## config.mk

```make
export PLATFORM = sky130hd
export DESIGN_NAME = gelato_warp_activate_arbiter
export DESIGN_NICKNAME = d
export VERILOG_FILES = /design/src/rtl/gelato_warp_activate_arbiter.sv
export SDC_FILE = /design/constraint.sdc
export NUM_CORES = 1
export LEC_CHECK = 0
export CORE_MARGIN = 4
export CORE_UTILIZATION = 59
export DETAILED_ROUTE_END_ITERATION = 8
export MAX_ROUTING_LAYER = met4
export PLACE_DENSITY = 0.9
export SLEW_MARGIN = 10
export SYNTH_ARGS = -nofsm -noshare
export SYNTH_HDL_FRONTEND = slang
export SYNTH_SLANG_ARGS = --single-unit
```

## constraint.sdc

```tcl
create_clock -name clk -period 4.5 [get_ports clk]
set_input_delay 0.9 -clock clk [delete_from_list [all_inputs] [get_ports clk]]
set_output_delay 0.9 -clock clk [all_outputs]
set_load 0.005 [all_outputs]
```

## src/rtl/gelato_warp_activate_arbiter.sv

```systemverilog
// rtl/gelato_warp_activate_arbiter.sv - per-producer FIFOs merged round-robin into one warp activation channel
// Optional GELATO_ACT_DEDUP_EN discards requests for warps that are already queued.

module gelato_act_fifo #(
   parameter int DEPTH  = 4,
   parameter int DATA_W = 5
) (
   input  logic              clk,
   input  logic              rst,
   input  logic              push,
   input  logic [DATA_W-1:0] push_data,
   input  logic              pop,
   output logic [DATA_W-1:0] head,
   output logic              full,
   output logic              empty
);
   localparam int PTR_W = $clog2(DEPTH);
   localparam logic [PTR_W:0] FULL_CNT = (PTR_W+1)'(DEPTH);

   logic [DATA_W-1:0] mem [DEPTH];
   logic [PTR_W-1:0]  rd_ptr;
   logic [PTR_W-1:0]  wr_ptr;
   logic [PTR_W:0]    count;

   always_ff @(posedge clk) begin
      if (push) begin
         mem[wr_ptr] <= push_data;
      end
   end

   // Pointers wrap naturally because DEPTH is a power of two.
   always_ff @(posedge clk) begin
      if (rst) begin
         rd_ptr <= '0;
         wr_ptr <= '0;
         count  <= '0;
      end else begin
         if (push) begin
            wr_ptr <= wr_ptr + 1'b1;
         end
         if (pop) begin
            rd_ptr <= rd_ptr + 1'b1;
         end
         case ({push, pop})
            2'b10:   count <= count + 1'b1;
            2'b01:   count <= count - 1'b1;
            default: count <= count;
         endcase
      end
   end

   assign head  = mem[rd_ptr];
   assign full  = (count == FULL_CNT);
   assign empty = (count == '0);
endmodule

module gelato_warp_activate_arbiter #(
   parameter int NUM_SRC    = 3,
   parameter int FIFO_DEPTH = 4,
   parameter int WARP_NUM_W = 5
) (
   input  logic                          clk,
   input  logic                          rst,
   input  logic                          rdy,
   input  logic [NUM_SRC-1:0]            src_valid,
   input  logic [NUM_SRC*WARP_NUM_W-1:0] src_warp_num,
   output logic [NUM_SRC-1:0]            src_ready,
   output logic                          activate_valid,
   output logic [WARP_NUM_W-1:0]         activate_warp_num,
   output logic                          idle
);
   localparam int LG_W = $clog2(NUM_SRC);

   logic [NUM_SRC-1:0]    fifo_full;
   logic [NUM_SRC-1:0]    fifo_empty;
   logic [NUM_SRC-1:0]    accept;
   logic [NUM_SRC-1:0]    store;
   logic [NUM_SRC-1:0]    pop;
   logic [WARP_NUM_W-1:0] head [NUM_SRC];

   logic [LG_W-1:0]       last_grant;
   logic [LG_W-1:0]       win_idx;
   logic [LG_W-1:0]       cand_idx;
   logic                  win_found;
   logic [WARP_NUM_W-1:0] win_warp;
   int                    cand;

   for (genvar gi = 0; gi < NUM_SRC; gi++) begin : g_fifo
      gelato_act_fifo #(
         .DEPTH  (FIFO_DEPTH),
         .DATA_W (WARP_NUM_W)
      ) u_fifo (
         .clk       (clk),
         .rst       (rst),
         .push      (store[gi]),
         .push_data (src_warp_num[gi*WARP_NUM_W +: WARP_NUM_W]),
         .pop       (pop[gi]),
         .head      (head[gi]),
         .full      (fifo_full[gi]),
         .empty     (fifo_empty[gi])
      );
   end

   // No pop-through: a full FIFO stays not-ready even in the cycle it is popped.
   assign src_ready = {NUM_SRC{rdy}} & ~fifo_full;
   assign accept    = src_valid & src_ready;

   // Round-robin search starting just after the previous winner.
   always_comb begin
      win_found = 1'b0;
      win_idx   = '0;
      win_warp  = '0;
      cand      = 0;
      cand_idx  = '0;
      for (int k = 1; k <= NUM_SRC; k++) begin
         cand     = (int'(last_grant) + k) % NUM_SRC;
         cand_idx = LG_W'(cand);
         if (!win_found && !fifo_empty[cand_idx]) begin
            win_found = 1'b1;
            win_idx   = cand_idx;
            win_warp  = head[cand_idx];
         end
      end
   end

   always_comb begin
      pop = '0;
      if (rdy && win_found) begin
         pop[win_idx] = 1'b1;
      end
   end

   always_ff @(posedge clk) begin
      if (rst) begin
         last_grant        <= LG_W'(NUM_SRC - 1);
         activate_valid    <= 1'b0;
         activate_warp_num <= '0;
      end else if (rdy) begin
         if (win_found) begin
            activate_valid    <= 1'b1;
            activate_warp_num <= win_warp;
            last_grant        <= win_idx;
         end else begin
            activate_valid    <= 1'b0;
         end
      end
   end

   assign idle = (&fifo_empty) & ~activate_valid;

`ifdef GELATO_ACT_DEDUP_EN
   localparam int NUM_WARPS = 2**WARP_NUM_W;

   logic [NUM_WARPS-1:0] pending;
   logic [NUM_WARPS-1:0] pending_live;
   logic [NUM_WARPS-1:0] pending_next;
   logic [NUM_SRC-1:0]   dup;

   // A warp popped this edge is no longer pending, so a same-edge push of it is kept.
   always_comb begin
      pending_live = pending;
      if (rdy && win_found) begin
         pending_live[win_warp] = 1'b0;
      end
      dup = '0;
      for (int i = 0; i < NUM_SRC; i++) begin
         if (pending_live[src_warp_num[i*WARP_NUM_W +: WARP_NUM_W]]) begin
            dup[i] = 1'b1;
         end
         for (int j = 0; j < i; j++) begin
            if (accept[j] &&
                src_warp_num[j*WARP_NUM_W +: WARP_NUM_W] == src_warp_num[i*WARP_NUM_W +: WARP_NUM_W]) begin
               dup[i] = 1'b1;
            end
         end
      end
      pending_next = pending_live;
      for (int i = 0; i < NUM_SRC; i++) begin
         if (store[i]) begin
            pending_next[src_warp_num[i*WARP_NUM_W +: WARP_NUM_W]] = 1'b1;
         end
      end
   end

   assign store = accept & ~dup;

   always_ff @(posedge clk) begin
      if (rst) begin
         pending <= '0;
      end else begin
         pending <= pending_next;
      end
   end
`else
   assign store = accept;
`endif
endmodule
```

# After elaboration in Yosys (flattened, before gate mapping)
# Memories as Yosys holds them, arrays and structs flattened. A register that Yosys moved wholly into a read port is not among the register bits.
# Index checks and enable logic that the tools add are counted.
[totals]
mem_count = 3
inputBits = 21
output_inout_bits = 10
elab_cells = 116
ramBits = 60
reg_bits = 29
[op_classes]
mux = 43
order_cmp = 8
reduce_logical = 15
eq_ne = 9
n_bitwise = 8
div_mod_pow = 3
add_sub_neg = 15
[mem_list]
columns = ["name", "words", "width", "read_ports", "rd_clocked_by_memory_dff", "write_ports", "line", "source"]
rows = [
  ["g_fifo[0].u_fifo.mem", 4, 5, 1, 1, 1, "20", "logic [DATA_W-1:0] mem [DEPTH];"],
  ["g_fifo[1].u_fifo.mem", 4, 5, 1, 1, 1, "20", ""],
  ["g_fifo[2].u_fifo.mem", 4, 5, 1, 1, 1, "20", ""],
]
[ops]
columns = ["cell", "count"]
rows = [
  ["32-bit by 3-bit remainder unit with 32-bit output, second input constant", 3],
  ["5-bit two-way mux", 9],
  ["5-bit binary-select mux with 2-bit select", 3],
  ["2-bit two-way mux", 9],
  ["3-bit one-hot mux with 2 select lines", 3],
  ["1-bit two-way mux", 14],
  ["2-bit by 1-bit adder with 2-bit output, second input constant", 6],
  ["2-bit by 3-bit < comparator with 1-bit output, second input constant", 4],
  ["3-bit by 1-bit adder with 3-bit output, second input constant", 3],
  ["3-bit == test, second input constant", 3],
  ["3-bit >= comparator, second input constant", 3],
  ["3-bit zero test", 3],
  ["2-bit NOT with 3-bit output", 3],
  ["3-bit by 1-bit subtractor with 3-bit output, second input constant", 3],
  ["2-bit by 2-bit adder with 3-bit output, second input constant", 2],
  ["3-bit AND", 2],
  ["1-bit binary-select mux with 2-bit select", 3],
  ["2-bit by 1-bit == test with 1-bit output, second input constant", 3],
  ["2-bit == test, second input constant", 3],
  ["2-bit nonzero test", 3],
  ["1-bit logical AND", 4],
  ["2-bit by 1-bit adder with 3-bit output, second input constant", 1],
  ["1-bit zero test", 3],
  ["3-bit two-way mux", 1],
  ["other kinds (7)", 7],
]

# Logic depth before layout (Yosys ltp)
# Gate-level depths: netlist (run 1).
[depth]
ltp_word = 17
depth_mapped = 15
mapped_depth_nobuf = 13

# By module
# A second synthesis (run 1) with hierarchy kept.
[hier_totals]
cells_unflattened = 370
hier_area_um2 = 4568.1
[modules_own_cells]
columns = ["module", "cells_each", "n_inst", "seq_area_each_um2", "area_per_inst_um2"]
rows = [
  ["gelato_act_fifo", 73, 3, 780.7, 1158.6],
  ["gelato_warp_activate_arbiter", 151, 1, 160.2, 1092.3],
]

# Least setup slack after synthesis (run 1)
# OpenSTA, ideal clock, no wires.
[synth_timing]
path_kind = "flip-flop to flip-flop"
startpoint = "register last_grant[0]"
endpoint = "register g_fifo[1].u_fifo.count[2]"
period_less_slack_ns = 3.161
path_slack_ns = 1.339
arrival_time_ns = 3.090
stages_incl_launch_ff = 13
n_path_buf = 1
setup_ns = 0.071
required_ns = 4.429
cell_sequence = "dfxtp_1 -> inv_1 -> ha_1 -> buf_2 -> o41ai_1 -> o211ai_4 -> a211oi_2 -> ha_1 -> inv_1 -> fa_1 -> xor2_1 -> or3_1 -> a21oi_1"
[synth_via]
elab_chain_cells = 17
word_cells_on_any_way = 34
classes_between = "add/sub: 3; div: 3; order compare: 2; eq/ne: 2; mux: 16; reduce/logical: 8"
[synth_rtl]
columns = ["element", "line", "source"]
rows = [
  ["start, declared", "81", "logic [LG_W-1:0] last_grant;"],
  ["start signal, assigned", "135", "last_grant <= LG_W'(NUM_SRC - 1);"],
  ["start signal, assigned", "142", "last_grant <= win_idx;"],
  ["2-bit by 2-bit adder with 3-bit output", "116", "cand = (int'(last_grant) + k) % NUM_SRC;"],
  ["32-bit by 3-bit remainder unit with 32-bit output", "116", ""],
  ["1-bit binary-select mux with 2-bit select", "118", "if (!win_found && !fifo_empty[cand_idx]) begin"],
  ["1-bit two-way mux (implied by the code)", "118", ""],
  ["1-bit zero test", "118", ""],
  ["1-bit logical AND", "118", ""],
  ["1-bit two-way mux", "118", ""],
  ["1-bit zero test", "118", ""],
  ["[2 not listed]", "n/a", ""],
  ["2-bit by 3-bit < comparator with 1-bit output (implied by the code) / 2-bit by 1-bit >= comparator with 1-bit output (equally long branches)", "129", "pop[win_idx] = 1'b1;"],
  ["1-bit logical AND (implied by the code)", "129", ""],
  ["1-bit two-way mux (implied by the code)", "129", ""],
  ["1-bit demux with 2-bit select", "129", ""],
  ["3-bit two-way mux *", "128", "if (rdy && win_found) begin"],
  ["net g_fifo[1].u_fifo.pop", "12", "input logic pop,"],
  ["2-bit by 1-bit == test with 1-bit output / 2-bit == test (equally long branches)", "44", "case ({push, pop})"],
  ["3-bit one-hot mux with 2 select lines / 2-bit nonzero test (equally long branches)", "n/a", ""],
  ["end signal, assigned", "45", "2'b10: count <= count + 1'b1;"],
  ["end signal, assigned", "46", "2'b01: count <= count - 1'b1;"],
  ["end signal, assigned", "47", "default: count <= count;"],
  ["end, declared", "23", "logic [PTR_W:0] count;"],
]
# Mark *: on every way through the listed nets, which the timed path passes. The rest lies on a longest branch. The select of a mux whose other input is x is not followed.
# A chain may end at the register's enable or synchronous reset.

# Worst setup path after layout (run 1)
[layout_timing]
startpoint = "register last_grant[0]"
endpoint = "register g_fifo[2].u_fifo.count[2]"
[layout_via]
elab_chain_cells = 17
word_cells_on_any_way = 34
classes_between = "add/sub: 3; div: 3; order compare: 2; eq/ne: 2; mux: 16; reduce/logical: 8"
[layout_rtl]
columns = ["element", "line"]
rows = [
  ["2-bit by 2-bit adder with 3-bit output", "116"],
  ["32-bit by 3-bit remainder unit with 32-bit output", "116"],
  ["1-bit binary-select mux with 2-bit select", "118"],
  ["1-bit two-way mux (implied by the code)", "118"],
  ["1-bit zero test", "118"],
  ["1-bit logical AND", "118"],
  ["1-bit two-way mux", "118"],
  ["1-bit zero test", "118"],
  ["1-bit logical AND", "118"],
  ["2-bit two-way mux", "118"],
  ["2-bit by 3-bit < comparator with 1-bit output (implied by the code) / 2-bit by 1-bit >= comparator with 1-bit output (equally long branches)", "129"],
  ["1-bit logical AND (implied by the code)", "129"],
  ["1-bit two-way mux (implied by the code)", "129"],
  ["1-bit demux with 2-bit select", "129"],
  ["3-bit two-way mux *", "128"],
  ["2-bit by 1-bit == test with 1-bit output / 2-bit == test (equally long branches)", "44"],
  ["3-bit one-hot mux with 2 select lines / 2-bit nonzero test (equally long branches)", "n/a"],
  ["end signal, assigned", "45"],
  ["end signal, assigned", "46"],
  ["end signal, assigned", "47"],
  ["end, declared", "23"],
]
# Every way passes the cells marked *; elsewhere a longest branch is shown, timed or not. The select of a mux whose other input is x is not followed.

==> results of run 1 <==
-- final timing paths --
kind	endpoint	cells after the start	slack [ns]
min reg2reg	g_fifo[0].u_fifo.rd_ptr[1]	2	0.50
max	g_fifo[2].u_fifo.count[2]	13	0.80
min	g_fifo[0].u_fifo.rd_ptr[1]	2	0.50
max reg2reg	g_fifo[2].u_fifo.count[2]	13	0.80
-- sequential cells by signal, summed over array words and instances (netlist names), named ones only --
name,count
activate_valid,1
activate_warp_num,5
last_grant,2
g_fifo.u_fifo.wr_ptr,6
g_fifo.u_fifo.rd_ptr,6
g_fifo.u_fifo.count,9
g_fifo.u_fifo.mem,60
-- report_power, final --
group          internal [W]  leakage [nW]  total, W  switching [W]
Sequential          0.00102         0.831   0.00115       0.000128
Clock              0.000257        0.0919  0.000545       0.000288
Combinational      0.000649         0.900   0.00147       0.000821
-- cells in the final DEF (no fill, tap or decap), drive strengths merged, types with 9 or more instances in the layout --
master and count:
clkbuf 9, nor2 24, dfxtp 35, clkdlybuf4s50 30
a21oi 21, o21ai 18, nand2 15, mux4 15
ha 18, nand2b 11, and3 12, edfxtp 60
inv 29
-- worst max-delay path: cells and delay by family (launching register included) --
kind                       cells  cell delay, ns
and+or+nand+nor                3            1.03
xor gates and xnor gates       1            0.16
adders and majority gates      3            1.23
AOI/OAI and AO/OA              3            0.53
buffers and inverters          3            0.36
DFF                            1            0.33
-- area by class of cell --
class / count / area share (%)
timing repair buffer: 33 / 6.22
clock buffer: 9 / 2.38
inverter: 28 / 2.02
sequential: 95 / 48.2
multi-input combinational: 232 / 37.4
tap: 102 / 2.46
clock inverter: 6 / 1.37
-- per-layer routing --
| metal | wire [um] | track usage (%) | vias up | part of all wire (%) |
|---|---|---|---|---|
| met1 | 3540 | 24.0 | 1479 | 39 |
| met3 | 583 | 4.83 | 17 | 6.4 |
| li1 | - | - | 1452 | - |
| met5 | 0 | - | - | 0 |
| met2 | 4790 | 34.6 | 141 | 53 |
| met4 | 140 | 5.83 | 0 | 1.5 |
-- metrics by stage --
stage	hold slack, ns	utilization (%)
floorplan	0.455	-
global placement	0.474	64.7
detailed placement	0.482	64.7
CTS	0.497	67.2
global route	0.518	67.2
finish	0.499	67.2
-- logic make-up after synthesis --
logic type / Yosys count
AO/OA/AOI/OAI: 85
buffers and inverters: 51
multiplexers: 24
AND/OR/NAND/NOR: 91
XOR/XNOR: 11
flip-flops: 95
adder cells (fa/ha/maj): 21
==> flow_summary.toml, run 1 <==
[synthesis]
synth_top_family_by_area = "compound AO/OA/AOI/OAI gates"
syn-num-nets = 420
yosysSeqAreaShare_pct = 53.6
ys_types = 54
synthSimpleGateAreaFrac_pct = 10.6
synth_area_um2 = 4670
syn_area_per_cell_um2 = 12.4
synth-adder-area-share_pct = 6.11
yosys_warnings = 0
synth.most_common_cell = "edfxtp_1"
yosys_register_bits = 95
synth-xor-area-share_pct = 2.06
synth_edf_count = 60
synth_top_cells_by_count = "edfxtp_1 (60), dfxtp_1 (35), inv_1 (28), nor2_1 (24), a21oi_1 (20)"
synthArstFlopShare_pct = 0
synth_top_cell_area_share_pct = 38.6
synth_compound_area_share_pct = 13.5
yosys_most_used_dff = "edfxtp_1"
synthCells = 378
synth_mux_area_share_pct = 9.30
ys_top_cells_by_area = "edfxtp_1 (39%), dfxtp_1 (15%), mux4_2 (7.2%), ha_1 (4.8%), inv_1 (2.3%)"
synth_area_leader_cell = "edfxtp_1"

[flow_run]
maxCapViolCount = 0

[timing]
hold_viol = 0
worstMarginPinSlew_ns = 0.720
max_freq_mhz = 270
min_period_ns = 3.70
drv_slew = 0
fin_crit_sh_pct = 82.3
finalWorstSetupSlack_ns = 0.798
tns_ns = 0
finalSetupViolCount = 0
clock_skew_ns = 0.0115
rsz0062_at_grt = "no"
max_slew_margin_pct = 52.0

[pwr]
p_leak_nw = 1.82
ir_drop_uv = 302
design_power_total_w = 0.00317
powerDensity_nw_per_um2 = 610

[placed_design]
io_buffer_count = 30
globalplace.congestion = 0.957
numPlacedInstances = 490
place_ws_ns = 0.843
hpwl_um = 6710
place_area_um2 = 5000

[critical_path]
cp_max_fo = 19
worstSetupStartpoint = "last_grant[0]"
critPathKind = "reg2reg"
end_kind = "flip-flop"
crit_chain = "inv_1 > ha_1 > nor4b_2 > o31ai_1 > buf_4 > o32ai_1 > and4_1 > ha_1 > inv_1 > fa_1 > xor2_1 > or3_1 > a21oi_1"
rr_startpoint = "last_grant[0]"
cp_slowest_cell = "ha_1"
worst_path_largest_cell_delay_ns = 0.63
critPathLaunchType = "flip-flop"
cp_data_arrival_time_ns = 3.98
crit_required_ns = 4.78

[drt]
drc = 0
detail_route.wl_per_cell_um = 17.9
first_pass_iters = 5
drt-vias-per-instance = 6.12
drt_iter0_drc = 275
drt-total-wl_um = 9050
vias = 3089
drtAntennaViolNets = 0

[global_routing]
antenna_found_initial = 0
grt_pass1_wl_um = 14800
overflow = 0
grt_pass1_vias = 3049
grt_max_degree = 39
grt.total_usage_pct = 20.3

[clock_tree]
cts-root-buf = "clkbuf_8"
cts_tree = "yes"
cts_buffers = 9
ctsResizeCount = 0
numClockSinks = 95
clkLatencyLatePin_ns = 0.35
post_cts_buffers = 0
htreeDepth = 3
clk_pin_slew_ns = 0.09
cts_buffer_depth = 2
postCtsHoldBufs = 0

[final_layout]
area_growth_pct = 11.2
antenna_cells = 0
fill_cells = 548
final_nets = 441
final_cells = 505
seq_area_um2 = 2500
final_area_um2 = 5190
drive_gt1_share_pct = 12.2
multi_input_area_um2 = 1940

[floorplan]
initial_core_util_pct = 60.4
die_h_um = 97.0
coreArea_um2 = 7730
io-pin-count = 31
dieArea_um2 = 9400
die_w_um = 97.0
rows = 32

[min_path]
holdCritStartpoint = "g_fifo[0].u_fifo.rd_ptr[1]"
holdCritPathClass = "reg2reg"

[status]
outcome = "finished, final reports clean"
(Power assumes the default switching activity.)
==> run 2: changes to the inputs <==
Settings changed: CORE_UTILIZATION 59 to 53, PLACE_DENSITY 0.9 to 0.86.
Clock period 4.5 ns to 3.2 ns, I/O delays scaled along.
==> flow_summary.toml, run 2 (synthesis results as in run 1) <==
[drt]
drt-total-wl_um = 9690
drc = 0
drt-vias-per-instance = 5.90
first_pass_iters = 5
drtAntennaViolNets = 0
drt_iter0_drc = 243
vias = 3221
detail_route.wl_per_cell_um = 17.8

[placed_design]
hpwl_um = 7180
globalplace.congestion = 0.940
place_area_um2 = 5190
io_buffer_count = 30
place_ws_ns = -0.198

[clock_tree]
htreeDepth = 3
cts_buffers = 9
numClockSinks = 95
postCtsHoldBufs = 0
cts_tree = "yes"
clkLatencyLatePin_ns = 0.37
cts-root-buf = "clkbuf_8"
clk_pin_slew_ns = 0.10
cts_buffer_depth = 2

[status]
outcome = "finished, final reports clean"

[timing]
finalWorstSetupSlack_ns = 0.0747
fin_crit_sh_pct = 97.7
min_period_ns = 3.13
hold_viol = 0
worstMarginPinSlew_ns = 0.678
finalSetupViolCount = 0
clock_skew_ns = 0.0109
max_freq_mhz = 320
rsz0062_at_grt = "yes"
max_slew_margin_pct = 54.2
drv_slew = 0

[global_routing]
grt.total_usage_pct = 19.9
grt_max_degree = 19
grt_pass1_vias = 3255
overflow = 0
grt_pass1_wl_um = 15400
antenna_found_initial = 0

[critical_path]
cp_data_arrival_time_ns = 3.43
cp_max_fo = 6
crit_required_ns = 3.50
rr_startpoint = "last_grant[1]"
critPathKind = "reg2reg"
r2r-end = "g_fifo[1].u_fifo.count[2]"
worst_r2r_path_depth = 13
r2r_slack_ns = 0.07
critPathLaunchType = "flip-flop"
end_kind = "flip-flop"

[floorplan]
rows = 33
coreArea_um2 = 8380
dieArea_um2 = 10400
io-pin-count = 31
die_w_um = 102
initial_core_util_pct = 55.7
die_h_um = 102

[min_path]
hold_depth = 2
holdCritStartpoint = "activate_warp_num[1]"
holdCritPathClass = "reg2reg"
min_to = "activate_warp_num[1]"

[flow_run]
maxCapViolCount = 0

[pwr]
p_leak_nw = 2.05
ir_drop_uv = 447
powerDensity_nw_per_um2 = 918

[final_layout]
final_nets = 478
final_cell_mix = "edfxtp_1 (60), buf_4 (38), dfxtp_1 (33)"
final_area_um2 = 5630
top_register = "g_fifo.u_fifo.mem"
fin_util_pct = 67.2
area_growth_pct = 20.7
reg.largest.list = "g_fifo.u_fifo.mem x60, g_fifo.u_fifo.count x9"
drive_gt1_share_pct = 25.4
layout_commonest_cell = "edfxtp_1"
largest_register_ffs = 60
antenna_cells = 0
run 2: stage by stage:
step | power [W] | hold WS [ns] | std cells | setup TNS, ns
after floorplan | 0.00321 | 0.455 | 378 | 0
after detailed placement | 0.00395 | 0.483 | 518 | -0.387
after global routing | 0.00550 | 0.532 | 546 | -0.219
after global placement | 0.00390 | 0.470 | 518 | -0.0302
after CTS | 0.00482 | 0.500 | 534 | 0
final | 0.00517 | 0.497 | 546 | 0
run 2: power breakdown:
part / internal [W] / total, W / switching [W]
combinational: 0.00135 / 0.00272 / 0.00137
sequential: 0.00144 / 0.00162 / 0.000178
clock: 0.000379 / 0.000830 / 0.000451
run 2: critical path: stages (launching register included):
cell	delay [ns]
dfxtp_4	0.38
inv_2	0.05
ha_4	0.16
buf_6	0.13
o41ai_4	0.40
o31a_2	0.26
o211ai_4	0.10
a211oi_4	0.29
ha_2	0.25
inv_2	0.04
fa_2	0.32
xor2_1	0.16
or3_1	0.39
a21oi_2	0.12
run 2: how the worst max path moves through the flow:
| stage | start | endpoint | slack [ns] | cells past startpoint |
|---|---|---|---|---|
| floorplan | last_grant[0] | g_fifo[1].u_fifo.count[2] | 0.04 | 12 |
| global placement | last_grant[1] | g_fifo[2].u_fifo.count[2] | -0.03 | 12 |
| detailed placement | last_grant[1] | g_fifo[2].u_fifo.count[2] | -0.20 | 12 |
| CTS | last_grant[0] | g_fifo[0].u_fifo.count[2] | 0.02 | 14 |
| global route | last_grant[1] | g_fifo[1].u_fifo.count[2] | -0.08 | 13 |
| finish | last_grant[1] | g_fifo[1].u_fifo.count[2] | 0.07 | 13 |
run 2: routing by layer:
metal / share of wire (%) / track usage (%)
met5: 0 / -
met4: 1.6 / 7.67
met3: 4.4 / 3.75
met2: 53 / 33.0
met1: 41 / 24.4
run 2: repair_timing:
action | 4_1_cts | 5_1_grt
setup buffers | 0 | 12
gates resized for setup | 7 | 27
pin swaps | 0 | 11
setup endpoints to repair | 3 | 3
run 2: area by class of cell:
class | instances | area, um2
clock buffer | 9 | 124
multi-input combinational | 232 | 2070
timing repair buffer | 70 | 608
fill | 585 | 2750
tap | 105 | 131
clock inverter | 7 | 86.3
sequential | 95 | 2510
inverter | 28 | 105
